--- src/rtl/cache_pkg.sv ---
// Shared types for the 2-way set-associative, write-through cache controller.
package cache_pkg;
  localparam int DATA_W = 32;
  localparam int TAG_W  = 28;
  localparam int IDX_W  = 2;

  typedef enum logic [1:0] {
    IDLE   = 2'd0,
    REFILL = 2'd1,
    WRITE  = 2'd2
  } state_t;

  typedef struct packed {
    logic              valid;
    logic [TAG_W-1:0]  tag;
    logic [DATA_W-1:0] data;
  } line_t;
endpackage

--- src/rtl/cache_way.sv ---
// One cache way: valid/tag/data per set, combinational read, clocked write.
module cache_way
  import cache_pkg::*;
#(
  parameter int SET_WIDTH = IDX_W
) (
  input  logic                 clk,
  input  logic                 rst,
  input  logic [SET_WIDTH-1:0] rd_idx,
  output logic                 rd_valid,
  output logic [TAG_W-1:0]     rd_tag,
  output logic [DATA_W-1:0]    rd_data,
  input  logic                 wr_en,
  input  logic [SET_WIDTH-1:0] wr_idx,
  input  logic [TAG_W-1:0]     wr_tag,
  input  logic [DATA_W-1:0]    wr_data
);
  localparam int SETS = 1 << SET_WIDTH;

  logic [SETS-1:0]   valid;
  logic [TAG_W-1:0]  tag_mem  [SETS];
  logic [DATA_W-1:0] data_mem [SETS];

  always_ff @(posedge clk or posedge rst) begin
    if (rst) begin
      valid <= '0;
    end else if (wr_en) begin
      valid[wr_idx] <= 1'b1;
    end
  end

  // Tag and data contents are meaningless while valid is clear, so no reset here.
  always_ff @(posedge clk) begin
    if (wr_en) begin
      tag_mem[wr_idx]  <= wr_tag;
      data_mem[wr_idx] <= wr_data;
    end
  end

  assign rd_valid = valid[rd_idx];
  assign rd_tag   = tag_mem[rd_idx];
  assign rd_data  = data_mem[rd_idx];
endmodule

--- src/rtl/cache_ctrl.sv ---
// 2-way set-associative write-through, no-write-allocate cache controller
// with one LRU bit per set and a single outstanding memory transaction.
module cache_ctrl
  import cache_pkg::*;
#(
  parameter int DATA_WIDTH = 32,
  parameter int SET_WIDTH  = 2
) (
  input  logic                  clk,
  input  logic                  rst,
  input  logic                  cpu_req,
  input  logic                  cpu_we,
  input  logic [DATA_WIDTH-1:0] cpu_addr,
  input  logic [DATA_WIDTH-1:0] cpu_wdata,
  output logic [DATA_WIDTH-1:0] cpu_rdata,
  output logic                  cpu_ready,
  output logic                  hit,
  output logic                  mem_req,
  output logic                  mem_we,
  output logic [DATA_WIDTH-1:0] mem_addr,
  output logic [DATA_WIDTH-1:0] mem_wdata,
  input  logic [DATA_WIDTH-1:0] mem_rdata,
  input  logic                  mem_ack,
  output logic [1:0]            dbg_state
);
  localparam int SETS = 1 << SET_WIDTH;

  // Handshakes: a CPU access is a request held stable until the cycle with
  // cpu_ready=1; a memory access is mem_req held until the one-cycle mem_ack.
  state_t                  state;
  logic [DATA_WIDTH-1:0]   req_addr;
  logic [DATA_WIDTH-1:0]   req_wdata;
  logic                    victim;
  logic [SETS-1:0]         lru;

  logic [SET_WIDTH-1:0]    cur_idx, req_idx, acc_idx;
  logic [TAG_W-1:0]        cur_tag, req_tag, acc_tag;
  logic [DATA_W-1:0]       acc_data;
  logic [1:0]              wr_en;
  logic                    acc_way, lru_upd, victim_nx;

  logic [1:0]              way_valid;
  logic [TAG_W-1:0]        way_tag  [2];
  logic [DATA_W-1:0]       way_data [2];
  line_t                   line     [2];
  logic [1:0]              match;

  assign cur_idx = cpu_addr[SET_WIDTH+1:2];
  assign cur_tag = cpu_addr[DATA_WIDTH-1 -: TAG_W];
  assign req_idx = req_addr[SET_WIDTH+1:2];
  assign req_tag = req_addr[DATA_WIDTH-1 -: TAG_W];

  for (genvar w = 0; w < 2; w++) begin : g_way
    cache_way #(.SET_WIDTH(SET_WIDTH)) u_way (
      .clk      (clk),
      .rst      (rst),
      .rd_idx   (cur_idx),
      .rd_valid (way_valid[w]),
      .rd_tag   (way_tag[w]),
      .rd_data  (way_data[w]),
      .wr_en    (wr_en[w]),
      .wr_idx   (acc_idx),
      .wr_tag   (acc_tag),
      .wr_data  (acc_data)
    );
    assign line[w]  = '{valid: way_valid[w], tag: way_tag[w], data: way_data[w]};
    assign match[w] = line[w].valid && (line[w].tag == cur_tag);
  end

  // Way 1 wins when both ways match.
  assign hit       = |match;
  assign victim_nx = !line[0].valid ? 1'b0 : (!line[1].valid ? 1'b1 : lru[cur_idx]);

  always_comb begin
    wr_en    = 2'b00;
    lru_upd  = 1'b0;
    acc_idx  = cur_idx;
    acc_tag  = cur_tag;
    acc_data = cpu_wdata;
    acc_way  = match[1];
    case (state)
      IDLE: begin
        if (cpu_req && hit) begin
          lru_upd = 1'b1;
          if (cpu_we) wr_en = match[1] ? 2'b10 : 2'b01;
        end
      end
      REFILL: begin
        acc_idx  = req_idx;
        acc_tag  = req_tag;
        acc_data = mem_rdata;
        acc_way  = victim;
        if (mem_ack) begin
          lru_upd = 1'b1;
          wr_en   = victim ? 2'b10 : 2'b01;
        end
      end
      default: ;
    endcase
  end

  always_ff @(posedge clk or posedge rst) begin
    if (rst) begin
      state     <= IDLE;
      lru       <= '0;
      req_addr  <= '0;
      req_wdata <= '0;
      victim    <= 1'b0;
    end else begin
      if (lru_upd) lru[acc_idx] <= ~acc_way;
      case (state)
        IDLE: begin
          if (cpu_req) begin
            req_addr  <= cpu_addr;
            req_wdata <= cpu_wdata;
            victim    <= victim_nx;
            if (cpu_we)    state <= WRITE;
            else if (!hit) state <= REFILL;
          end
        end
        REFILL, WRITE: if (mem_ack) state <= IDLE;
        default: state <= IDLE;
      endcase
    end
  end

  // Memory-side outputs decode straight from state so reset drops them at once.
  always_comb begin
    cpu_ready = 1'b0;
    cpu_rdata = match[1] ? line[1].data : line[0].data;
    mem_req   = 1'b0;
    mem_we    = 1'b0;
    case (state)
      IDLE:   cpu_ready = cpu_req && !cpu_we && hit;
      REFILL: begin
        mem_req   = 1'b1;
        cpu_ready = mem_ack;
        cpu_rdata = mem_rdata;
      end
      WRITE: begin
        mem_req   = 1'b1;
        mem_we    = 1'b1;
        cpu_ready = mem_ack;
      end
      default: ;
    endcase
  end

  assign mem_addr  = req_addr & ~DATA_WIDTH'(3);
  assign mem_wdata = req_wdata;
  assign dbg_state = state;
endmodule

--- config.mk ---
export PLATFORM = sky130hd
export DESIGN_NAME = cache_ctrl
export DESIGN_NICKNAME = d
export VERILOG_FILES = /design/src/rtl/cache_pkg.sv /design/src/rtl/cache_way.sv /design/src/rtl/cache_ctrl.sv
export SDC_FILE = /design/constraint.sdc
export NUM_CORES = 1
export LEC_CHECK = 0
export ABC_AREA = 1
export BUFFER_PORTS_ARGS = -buffer_cell sky130_fd_sc_hd__buf_2
export CAP_MARGIN = 5
export CORE_ASPECT_RATIO = 1.1
export CORE_MARGIN = 2
export CORE_UTILIZATION = 38
export CTS_CLUSTER_DIAMETER = 200
export CTS_CLUSTER_SIZE = 40
export DETAILED_ROUTE_END_ITERATION = 8
export HOLD_SLACK_MARGIN = 0.1
export PLACE_DENSITY_LB_ADDON = 0.08
export SLEW_MARGIN = 10
export SYNTH_ARGS = -nofsm -noshare
export SYNTH_HDL_FRONTEND = slang
export SYNTH_HIERARCHICAL = 1
export SYNTH_SLANG_ARGS = --single-unit
--- constraint.sdc ---
create_clock -name clk -period 8.4 [get_ports clk]
set_clock_uncertainty 0.15 [all_clocks]
set_input_delay 1.68 -clock clk [delete_from_list [all_inputs] [get_ports clk]]
set_output_delay 1.68 -clock clk [all_outputs]
set_load 0.02 [all_outputs]
# Word-level counts from Yosys, hierarchy flattened
# Memory sizes are Yosys's and may differ from the RTL's.
# Index checks and enable logic that the tools add are counted.
# W data, S select, Z words.
dict set report word_totals {
  register_bits 79
  ram_bits 480
  n_memories 4
  out_inout_bits 102
}
# name depth width read_ports rd_clocked_by_memory_dff wr line
set mem_list {}
lappend mem_list {{g_way[0].u_way.data_mem} 4 32 1 0 1 cache_way.sv:22} ;# logic [DATA_W-1:0] data_mem [SETS];
lappend mem_list {{g_way[1].u_way.data_mem} 4 32 1 0 1 cache_way.sv:22}
lappend mem_list {{g_way[0].u_way.tag_mem} 4 28 1 0 1 cache_way.sv:21} ;# logic [TAG_W-1:0] tag_mem [SETS];
lappend mem_list {{g_way[1].u_way.tag_mem} 4 28 1 0 1 cache_way.sv:21}
dict set report classes {
  magnitude_cmp 3
  n_eq_ne 7
  reduce_logical 12
  n_bitwise 3
  muxes 38
}
# operator count
set op_table {}
lappend op_table {{$mux W32} 3}
lappend op_table {{$eq A28 B28 Y1} 2}
lappend op_table {{$mux W28} 1}
lappend op_table {{$mux W2} 10}
lappend op_table {{$mux W1} 15}
lappend op_table {{$or A4 B4 Y4} 2}
lappend op_table {{$pmux W2 S2} 2}
lappend op_table {{$bmux W1 S2} 3}
lappend op_table {{$logic_and A1 B1 Y1} 6}
lappend op_table {{$lt A2 B3 Y1 const B} 2}
lappend op_table {{$bwmux W4} 1}
lappend op_table {{$pmux W1 S2} 2}
lappend op_table {{$reduce_or A2 Y1} 2}
lappend op_table {{$ne A3 B3 Y1 const B} 1}
lappend op_table {{$reduce_and A3 Y1} 1}
lappend op_table {{$demux W1 S2} 1}
lappend op_table {{$eq A2 B1 Y1 const B} 1}
lappend op_table {{$eq A2 B2 Y1 const B} 1}
lappend op_table {{$ge A2 B1 Y1 const B} 1}
lappend op_table {{$logic_not A2 Y1} 1}
lappend op_table {{$ne A2 B1 Y1 const B} 1}
lappend op_table {{$ne A2 B2 Y1 const B} 1}
lappend op_table {{$reduce_and A2 Y1} 1}
lappend op_table {{$logic_not A1 Y1} 1}
lappend op_table {{$not A1 Y1} 1}

# Depth between registers and ports, before layout
# Gate-level depths: netlist of the first run.
dict set report depth {
  word_depth 9
  ltp_mapped 22
}

# Cells and area by module
# The synthesis of the first run kept the hierarchy.
# module instances seq_area_each_um2 cells_per_inst area_each_um2
set modules_own_cells {}
lappend modules_own_cells {cache_way 2 7307.0 970 10297.4}
lappend modules_own_cells {cache_ctrl 1 1726.7 889 5505.3}

# Least setup slack after synthesis of the first run
# OpenSTA, ideal clock, no wires.
dict set report synth_timing {
  path_kind {in2reg}
  start {input cpu_addr[2]}
  end {memory g_way[1].u_way.data_mem[1][0], enable pin}
  n_path_buf 4
  arrival_time_ns 6.026
  slack_ns 1.746
  path_stages 17
  setup_time_ns 0.478
  t_required_ns 7.772
  cell_sequence {buf_4 inv_2 buf_6 buf_6 nand2_1 nand3_1 nand2_1 xnor2_1 nand2_1 nor2_1 nand2_1 nor2_1 nand2_2 buf_2 o32ai_1 nand2_1 nor2_1}
}
# element line
set synth_lines {}
lappend synth_lines {{from (decl)} cache_ctrl.sv:13} ;# input logic [DATA_WIDTH-1:0] cpu_addr,
lappend synth_lines {{to (decl)} cache_way.sv:22}

==> results of run 1 <==
==> Yosys cell counts <==
| master | count | area share [%] |
|---|---|---|
| buf_2 | 50 | 0.96 |
| edfxtp_1 | 480 | 55 |
| o31ai_1 | 2 | 0.058 |
| conb_1 | 1 | 0.014 |
| xnor2_1 | 11 | 0.37 |
| inv_2 | 20 | 0.29 |
| o221ai_1 | 1 | 0.034 |
| a21oi_1 | 2 | 0.038 |
| clkinv_1 | 2 | 0.029 |
| inv_1 | 611 | 8.8 |
| or2_2 | 3 | 0.072 |
| a2111oi_0 | 1 | 0.034 |
| o2111ai_1 | 4 | 0.13 |
| o21ai_0 | 142 | 2.7 |
| buf_4 | 4 | 0.12 |
| clkinv_2 | 1 | 0.019 |
| ha_1 | 4 | 0.19 |
| nand2_2 | 3 | 0.072 |
| buf_6 | 23 | 0.99 |
| dfrtp_1 | 77 | 7.4 |
| o31ai_2 | 30 | 1.4 |
| nor2_2 | 1 | 0.024 |
| nor3_1 | 4 | 0.077 |
| buf_1 | 8 | 0.12 |
| nand3_2 | 1 | 0.038 |
| nor4_1 | 2 | 0.048 |
| nor2_1 | 109 | 1.6 |
| o22ai_1 | 1 | 0.024 |
| nand2_1 | 920 | 13 |
| xor2_1 | 1 | 0.034 |
| nand3_1 | 262 | 5.0 |
| clkbuf_1 | 33 | 0.47 |
| o32ai_1 | 1 | 0.034 |
| nand4_1 | 14 | 0.34 |
==> where the power goes <==
group / internal (W) / total (W) / switching (W)
logic: 0.000442 / 0.00170 / 0.00125
clock network: 0.000392 / 0.00120 / 0.000809
registers: 0.00350 / 0.00365 / 0.000146
total: 0.00433 / 0.00654 / 0.00221
==> final cells by class <==
class | instances | area (sq um) | share of cell area (%)
flip-flops and latches | 557 | 16300 | 57.4
multi-input cells | 1521 | 6770 | 23.8
inverters | 634 | 2390 | 8.40
repair buffers | 231 | 1350 | 4.73
well taps | 918 | 1150 | 4.03
clock buffers | 28 | 467 | 1.64
clock inverters | 1 | 5.00 | 0.0176
diodes | 1 | 2.50 | 0.00879
==> per-layer routing <==
metal / part of all wire [%] / global-route usage, % / wire (microns)
met5: 0.018 / 0 / 13
met4: 1.8 / 3.89 / 1270
met3: 4.1 / 1.72 / 2950
met2: 48 / 34.4 / 34500
met1: 46 / 28.1 / 32600
==> metrics by stage <==
stage	instances	total power [W]
3_3_place_gp	3861	0.00540
5_1_grt	3890	0.00690
4_1_cts	3890	0.00663
3_5_place_dp	3861	0.00544
6_report	3891	0.00654
2_1_floorplan	2830	0.00475
==> worst min-delay path: cells and delay by family (launching register included) <==
kind,cells,cell delay [ps]
DFF,1,350
buffers and inverters,1,40
AOI/OAI and AO/OA,1,60
==> how the worst max path moves through the flow <==
stage / start / to / slack [ps] / depth (start not counted)
after global routing: cpu_addr[2] / cpu_rdata[11] / 1150 / 16
after CTS: cpu_addr[2] / cpu_rdata[11] / 1420 / 16
after floorplan: cpu_addr[2] / g_way[1].u_way/data_mem[1][0] / 1750 / 17
after global placement: cpu_addr[2] / cpu_rdata[14] / 1470 / 16
final: cpu_addr[2] / cpu_rdata[11] / 1430 / 16
after detailed placement: cpu_addr[2] / cpu_rdata[11] / 1450 / 16
==> layout by cell type (no fill, tap or decap), drive strengths merged <==
master / count
or2: 3
o2111ai: 4
nor3: 4
conb: 2
nand2: 923
o31ai: 32
edfxtp: 480
ha: 4
nand3: 263
diode: 1
clkbuf: 28
o221ai: 1
o32ai: 1
nor2: 110
nand4: 14
clkinv: 5
buf: 231
a21oi: 2
o22ai: 1
a2111oi: 1
o21ai: 142
xnor2: 11
dfrtp: 77
xor2: 1
inv: 630
nor4: 2
==> registers in the layout (all words and copies together), names as in the netlist <==
name	count
g_way.u_way/tag_mem	224
g_way.u_way/data_mem	256
mem_wdata	32
req_addr	30
lru	4
g_way.u_way/valid	8
dbg_state	2
victim	1
==> cell families (layout without fill, tap and decap cells) <==
kind of cell	after synthesis	in the layout	share of synthesized area (%)
compound gates	184	184	4.52
fa+ha+maj	4	4	0.192
buf+inv	752	894	11.8
simple gates	1319	1319	20.5
flops	557	557	62.6
other cells	1	3	0.0144
xor+xnor	12	12	0.403
==> out/metrics.cfg, run 1 <==
[run_status]
status = completed

[cts]
max-clock-path-buffers = 3
cts_inserted_buffers = 17
htree_num_levels = 1
cts.sinks = 557
clk_pin_slew_ps = 140
clk_latency_ps = 580
post_cts_buffers = 0
cts_tree = yes
cts-resized-gates = 0
clock-root-buffer = clkbuf_16
cts_hold_buf = 0

[layout]
design_area_sq_um = 28500
fill_cells = 6694
finalNetCount = 3067
area_growth_pct = 9.09
drive_above_1_share_pct = 10.7
final_util_pct = 42.0

[placement]
post-dp-hpwl_microns = 43400
preCtsSetupSlack_ps = 1450
io_buffers = 198
placed_cell_area_sq_um = 28000
gp_congestion = 0.899

[worst_setup_path]
cp.arrival_ps = 5140
reg2reg_depth = 15
crit_path_frequent_cell = nand2_1
crit_required_ps = 6570
end_kind = output pin
critPathKind = in2out
r2r_setup_slack_ps = 3770
cp_num_buf_inv = 5
slowest_delay_ps = 630
startpoint_type = primary input
reg2reg_to = g_way[1].u_way/tag_mem[3][9]
critical_path.slowest_cell = inv_6
crit_path_max_fanout = 89
r2r_start = g_way[1].u_way/tag_mem[0][26]
worstPathCellList = buf_6 > inv_6 > nand2_1 > nand3_1 > nand2_1 > xnor2_1 > nand2_1 > nor2_1 > nand2_1 > nor2_1 > nand2_2 > clkinv_2 > buf_4 > nor2_1 > o31ai_2 > buf_2
cp_top_family = buffers and inverters

[pwr]
p_leak_nw = 13.3
ir_drop_uv = 139
powerDensity_nw_per_um2 = 230

[global_routing]
grt_max_degree = 130
grt_pass1_wl_microns = 107000
grt_pass1_vias = 17243
antenna_found_initial = 1
grt-ovfl-total = 0
grt_usage_pct = 20.1

[die]
initial_core_util_pct = 38.5
coreArea_sq_um = 67800
rows = 100
dieArea_sq_um = 70800
fp.dieH_microns = 279
die_x_microns = 254
pin_count = 203

[timing]
setup_ws_ps = 1430
min_period_ps = 6970
relSlewSlack_pct = 25.7
finalHoldViolCount = 0
period_share_pct = 83.0
rsz0062_at_grt = no
setup_viol = 0
tightest_slew_ps = 1100
finalSetupTns_ps = 0
fmax_ghz = 0.143
drv_slew = 0
holdWs_ps = 324

[yosys]
netlist_area_sq_um = 26100
yosysWarnings = 6
ys_types = 34
ys_seq_area_share_pct = 62.6
avgSynthCellArea_sq_um = 9.23
syn_inst = 2829
synth_seq_cells = 557

[drt]
wirelength_microns = 71400
detail-route-antenna-nets = 0
drt_first_pass_iters = 5
wire_per_inst_microns = 18.3
drtIter0Drc = 1142
vias = 18268
vias_per_cell = 4.69
route.detailed.drc = 0

[hold_path]
holdPathEnd = g_way[0].u_way/valid[3]
hp-class = reg2reg
min_path_cells = 2
hp-start = g_way[0].u_way/valid[3]

[run]
maxCapViolCount = 0

Note: power is estimated with default switching activity, not from simulation.
==> inputs of run 2 (changes only) <==
==> constraint.sdc (replaced) <==
create_clock -name clk -period 6.69 [get_ports clk]
set_clock_uncertainty 0.15 [all_clocks]
set_input_delay 1.338 -clock clk [delete_from_list [all_inputs] [get_ports clk]]
set_output_delay 1.338 -clock clk [all_outputs]
set_load 0.02 [all_outputs]
==> run 2 against run 1 <==
Effect of this change: final area rose by 1.2%; worst hold slack improved by 3.3 ps; setup slack worse by 670 ps; sequential share of layout area is 0.66 points lower; sequential power grew 25%; core utilization is 0.49 points higher; die area unchanged; non-clock buffer count rose by 20; power rose by 26%; critical path type unchanged.
==> out/metrics.cfg, run 2 (same netlist as run 1, synthesis figures left out) <==
[cts]
cts_inserted_buffers = 17
post_cts_buffers = 0
cts_hold_buf = 0
max-clock-path-buffers = 3
cts.sinks = 557
clk_latency_ps = 580
clock-root-buffer = clkbuf_16
clk_pin_slew_ps = 160
cts-resized-gates = 0
htree_num_levels = 1
cts_tree = yes

[global_routing]
gr-usage-met3_pct = 1.55
grt_pass1_wl_microns = 108000
grt_usage_pct = 20.2
met1_usage_pct = 28.2
grt_use_met2_pct = 35.0
grt-busiest-layer = met2
antenna_found_initial = 1
grt_max_degree = 127
grt_pass1_vias = 17459
grt-ovfl-total = 0

[layout]
drive_above_1_share_pct = 11.3
fill_cells = 6691
multi_input_area_sq_um = 6770
area_growth_pct = 10.4
largest_reg_flops = 256
instances_no_fill = 3911
seq_area_sq_um = 16300
design_area_sq_um = 28800
finalNetCount = 3087
final_common_cell = nand2_1
top_register = g_way.u_way/data_mem
final_util_pct = 42.5
final_cell_mix = 919 x nand2_1, 610 x inv_1, 480 x edfxtp_1

[drt]
drt_first_pass_iters = 5
wire_per_inst_microns = 18.4
detail-route-antenna-nets = 0
vias = 18312
route.detailed.drc = 0
vias_per_cell = 4.68
drtIter0Drc = 1363
wirelength_microns = 71800

[timing]
period_share_pct = 88.7
drv_slew = 0
finalSetupTns_ps = 0
holdWs_ps = 327
relSlewSlack_pct = 27.0
fmax_ghz = 0.169
tightest_slew_ps = 1080
finalHoldViolCount = 0
rsz0062_at_grt = no
min_period_ps = 5930
setup_viol = 0

[run]
maxCapViolCount = 0

[worst_setup_path]
crit_required_ps = 5200
crit_path_max_fanout = 45
cp.arrival_ps = 4450
critPathKind = in2out
critical_path.slowest_cell = xnor2_1
slowest_delay_ps = 450
end_kind = output pin
crit_path_frequent_cell = nand2_1
worstPathCellList = buf_6 > inv_4 > buf_4 > nand2_1 > nand3_1 > nand2_1 > xnor2_1 > nand2_1 > nor2_1 > nand2_1 > nor2_1 > nand2_2 > clkinv_2 > nor2_1 > o31ai_2 > buf_2
startpoint_type = primary input

[pwr]
ir_drop_uv = 171
p_leak_nw = 13.5
powerDensity_nw_per_um2 = 287

[run_status]
status = completed

[die]
rows = 100
coreArea_sq_um = 67800
initial_core_util_pct = 38.5
dieArea_sq_um = 70800
die_x_microns = 254
pin_count = 203
fp.dieH_microns = 279

[placement]
dp.cells = 3881
placed_cell_area_sq_um = 28300
io_buffers = 198
post-dp-hpwl_microns = 44700
gp_congestion = 0.899

[hold_path]
hp-class = reg2reg

==> run 2: changes by cell type in the layout (fill, tap and decap cells not counted) <==
cell    previous run  this run
buf_12             8        23
buf_4             26        31
inv_4              0         2
inv_6              2         0
==> run 2: critical path, delay by kind of cell <==
| family | cells | cell delay, ps |
|---|---|---|
| AO/OA/AOI/OAI | 1 | 340 |
| AND/OR/NAND/NOR | 9 | 920 |
| buffers and inverters | 5 | 1340 |
| XOR/XNOR | 1 | 450 |
==> run 2: final timing paths <==
kind / start / end / slack (ps) / cells past startpoint
setup / recovery: cpu_addr[2] / cpu_rdata[10] / 760 / 16
hold / removal: g_way[0].u_way/valid[3] / g_way[0].u_way/valid[3] / 330 / 2
setup reg to reg: g_way[1].u_way/tag_mem[2][26] / g_way[0].u_way/data_mem[3][26] / 2870 / 19
hold reg to reg: g_way[0].u_way/valid[3] / g_way[0].u_way/valid[3] / 330 / 2
max in group asynchronous: rst / mem_wdata[31] / 4490 / 3
min in group asynchronous: rst / g_way[0].u_way/valid[0] / 510 / 2
==> run 2: power by group <==
group | total [W] | internal (W) | switching (W)
Sequential | 0.00458 | 0.00439 | 0.000187
Clock | 0.00152 | 0.000493 | 0.00103
Combinational | 0.00216 | 0.000585 | 0.00157
==> run 2: through the flow <==
| stage | setup WS, ps | total power [W] |
|---|---|---|
| after floorplan | 378 | 0.00596 |
| after global placement | 714 | 0.00681 |
| after detailed placement | 750 | 0.00686 |
| after CTS | 728 | 0.00837 |
| after global routing | 520 | 0.00869 |
| final | 757 | 0.00826 |
==> run 2: cell type report <==
| cell class | count | share of cell area (%) |
|---|---|---|
| sequential | 557 | 56.7 |
| clock inverter | 1 | 0.0174 |
| inverter | 634 | 8.29 |
| antenna | 1 | 0.00869 |
| timing repair buffer | 251 | 5.85 |
| clock buffer | 28 | 1.62 |
| multi-input combinational | 1521 | 23.5 |
| tap | 918 | 3.99 |
==> run 2: routing by layer <==
layer	wire [microns]	part of all wire, %
met4	1010	1.4
met3	2460	3.4
met5	0	0
met1	33300	46
met2	35100	49
==> inputs of run 3 (changes only) <==
--- a/config.mk
+++ b/config.mk
@@ -6,14 +6,13 @@
 export NUM_CORES = 1
 export LEC_CHECK = 0
 export ABC_AREA = 1
-export BUFFER_PORTS_ARGS = -buffer_cell sky130_fd_sc_hd__buf_2
-export CAP_MARGIN = 5
 export CORE_ASPECT_RATIO = 1.1
 export CORE_MARGIN = 2
 export CORE_UTILIZATION = 38
 export CTS_CLUSTER_DIAMETER = 200
-export CTS_CLUSTER_SIZE = 40
+export CTS_CLUSTER_SIZE = 28
 export DETAILED_ROUTE_END_ITERATION = 8
+export DONT_BUFFER_PORTS = 1
 export HOLD_SLACK_MARGIN = 0.1
 export PLACE_DENSITY_LB_ADDON = 0.08
 export SLEW_MARGIN = 10
==> run 3 against run 2 <==
Effect of this change: critical path depth is 2 lower; non-clock buffer count decreased by 188; global-route usage fell by 0.15 points; clock power increased by 14%; combinational power down 24%; via count shrank 3.8%; highest routed layer is now met5; clock-buffer cell count up 11; sequential share of layout area rose by 1.8 points; first-iteration DRC count shrank 14%.
==> out/metrics.cfg, run 3 (same netlist as run 1, synthesis figures left out) <==
[run_status]
status = completed

[worst_setup_path]
critPathKind = in2out
end_kind = output pin
cp.arrival_ps = 4350
crit_path_frequent_cell = nand2_1
crit_required_ps = 5200
worstPathCellList = inv_4 > buf_4 > nand2_1 > nand3_1 > nand2_1 > xnor2_1 > nand2_1 > nor2_1 > nand2_1 > nor2_1 > nand2_1 > nand2_2 > nand3_1 > a21oi_1
cp_top_family = buffers and inverters
critical_path.slowest_cell = inv_4
cp_num_buf_inv = 2
crit_path_max_fanout = 250
slowest_delay_ps = 800
startpoint_type = primary input

[global_routing]
antenna_found_initial = 2
grt_usage_pct = 20.1
grt_pass1_wl_microns = 107000
grt_max_degree = 251
grt_pass1_vias = 17185
grt-ovfl-total = 0

[drt]
vias_per_cell = 4.72
wirelength_microns = 71100
route.detailed.drc = 0
wire_per_inst_microns = 19.0
drtIter0Drc = 1169
vias = 17619
drt_first_pass_iters = 5
detail-route-antenna-nets = 0

[layout]
fill_cells = 6660
diodes = 0
final_cell_mix = 919 x nand2_1, 610 x inv_1, 480 x edfxtp_1
multi_input_area_sq_um = 6770
drive_above_1_share_pct = 5.58
finalNetCount = 2905
largest_reg_flops = 256
top_register = g_way.u_way/data_mem
final_common_cell = nand2_1
seq_area_sq_um = 16300
area_growth_pct = 6.94

[cts]
post_cts_buffers = 0
cts.sinks = 557
cts_tree = yes
htree_num_levels = 1
clk_latency_ps = 600
cts-resized-gates = 0
cts_hold_buf = 0
max-clock-path-buffers = 3
clock-root-buffer = clkbuf_16
cts_inserted_buffers = 23
clk_pin_slew_ps = 110

[timing]
period_share_pct = 87.2
rsz0062_at_grt = no
fmax_ghz = 0.171
relSlewSlack_pct = 23.4
setup_viol = 0
drv_slew = 0
finalHoldViolCount = 0
min_period_ps = 5840
finalSetupTns_ps = 0
tightest_slew_ps = 1140

[die]
die_x_microns = 254
initial_core_util_pct = 38.5
dieArea_sq_um = 70800
coreArea_sq_um = 67800
fp.dieH_microns = 279
pin_count = 203
rows = 100

[pwr]
p_leak_nw = 12.7
p_switching_w = 0.00272
p_seq_share_pct = 58.9
power_frac_comb_pct = 20.1
p_clk_share_pct = 21.0
powerDensity_nw_per_um2 = 295
power_w = 0.00823
p_int_w = 0.00550
p_sw_share_pct = 33.1
ir_drop_uv = 169

[placement]
gp_congestion = 0.912
post-dp-hpwl_microns = 41900
io_buffers = 0

[hold_path]
hp-class = reg2reg

[run]
maxCapViolCount = 0

run 3: worst min-delay path: stages (launching register included):
cell and delay (ps):
dfrtp_1 340, inv_1 40, o21ai_0 60
run 3: layer usage:
metal	vias up	global-route usage, %	share of wire [%]
met5	-	0	0.017
met4	2	3.57	1.5
met3	61	2.94	5.0
met2	358	34.5	48
met1	8460	27.2	45
li1	8738	-	-
run 3: layout make-up:
type                            instances  share of cell area [%]
Tap cell                              918                    4.12
Multi-Input combinational cell       1521                    24.3
Inverter                              634                    8.56
Clock inverter                          1                  0.0179
Timing Repair Buffer                   63                    2.23
Clock buffer                           39                    2.28
Sequential cell                       557                    58.5
run 3: path summary, 6_finish.rpt:
check	start	to	slack, ps	cells after the start
setup / recovery	cpu_addr[2]	cpu_ready	850	14
hold / removal	g_way[0].u_way/valid[2]	g_way[0].u_way/valid[2]	320	2
setup reg to reg	g_way[1].u_way/tag_mem[0][26]	g_way[1].u_way/data_mem[3][6]	2550	15
hold reg to reg	g_way[0].u_way/valid[2]	g_way[0].u_way/valid[2]	320	2
max in group asynchronous	rst	req_addr[23]	4830	2
min in group asynchronous	rst	g_way[1].u_way/valid[2]	360	1
run 3: per-stage QoR:
step	setup WS (ps)	cell area (sq um)	utilization, %	cells	hold slack [ps]
floorplan	378	26100	-	2830	278
global placement	1050	27300	40.2	3693	288
detailed placement	1050	27300	40.2	3693	296
CTS	1020	27900	41.2	3733	324
global route	770	27900	41.2	3733	339
finish	854	27900	41.2	3733	318
run 3: power groups by stage:
stage | logic [W] | registers [W] | clock network [W]
detailed placement | 0.00168 | 0.00493 | 0
global placement | 0.00164 | 0.00492 | 0
global route | 0.00187 | 0.00489 | 0.00190
floorplan | 0.00113 | 0.00484 | 0
finish | 0.00165 | 0.00485 | 0.00173
CTS | 0.00168 | 0.00485 | 0.00180
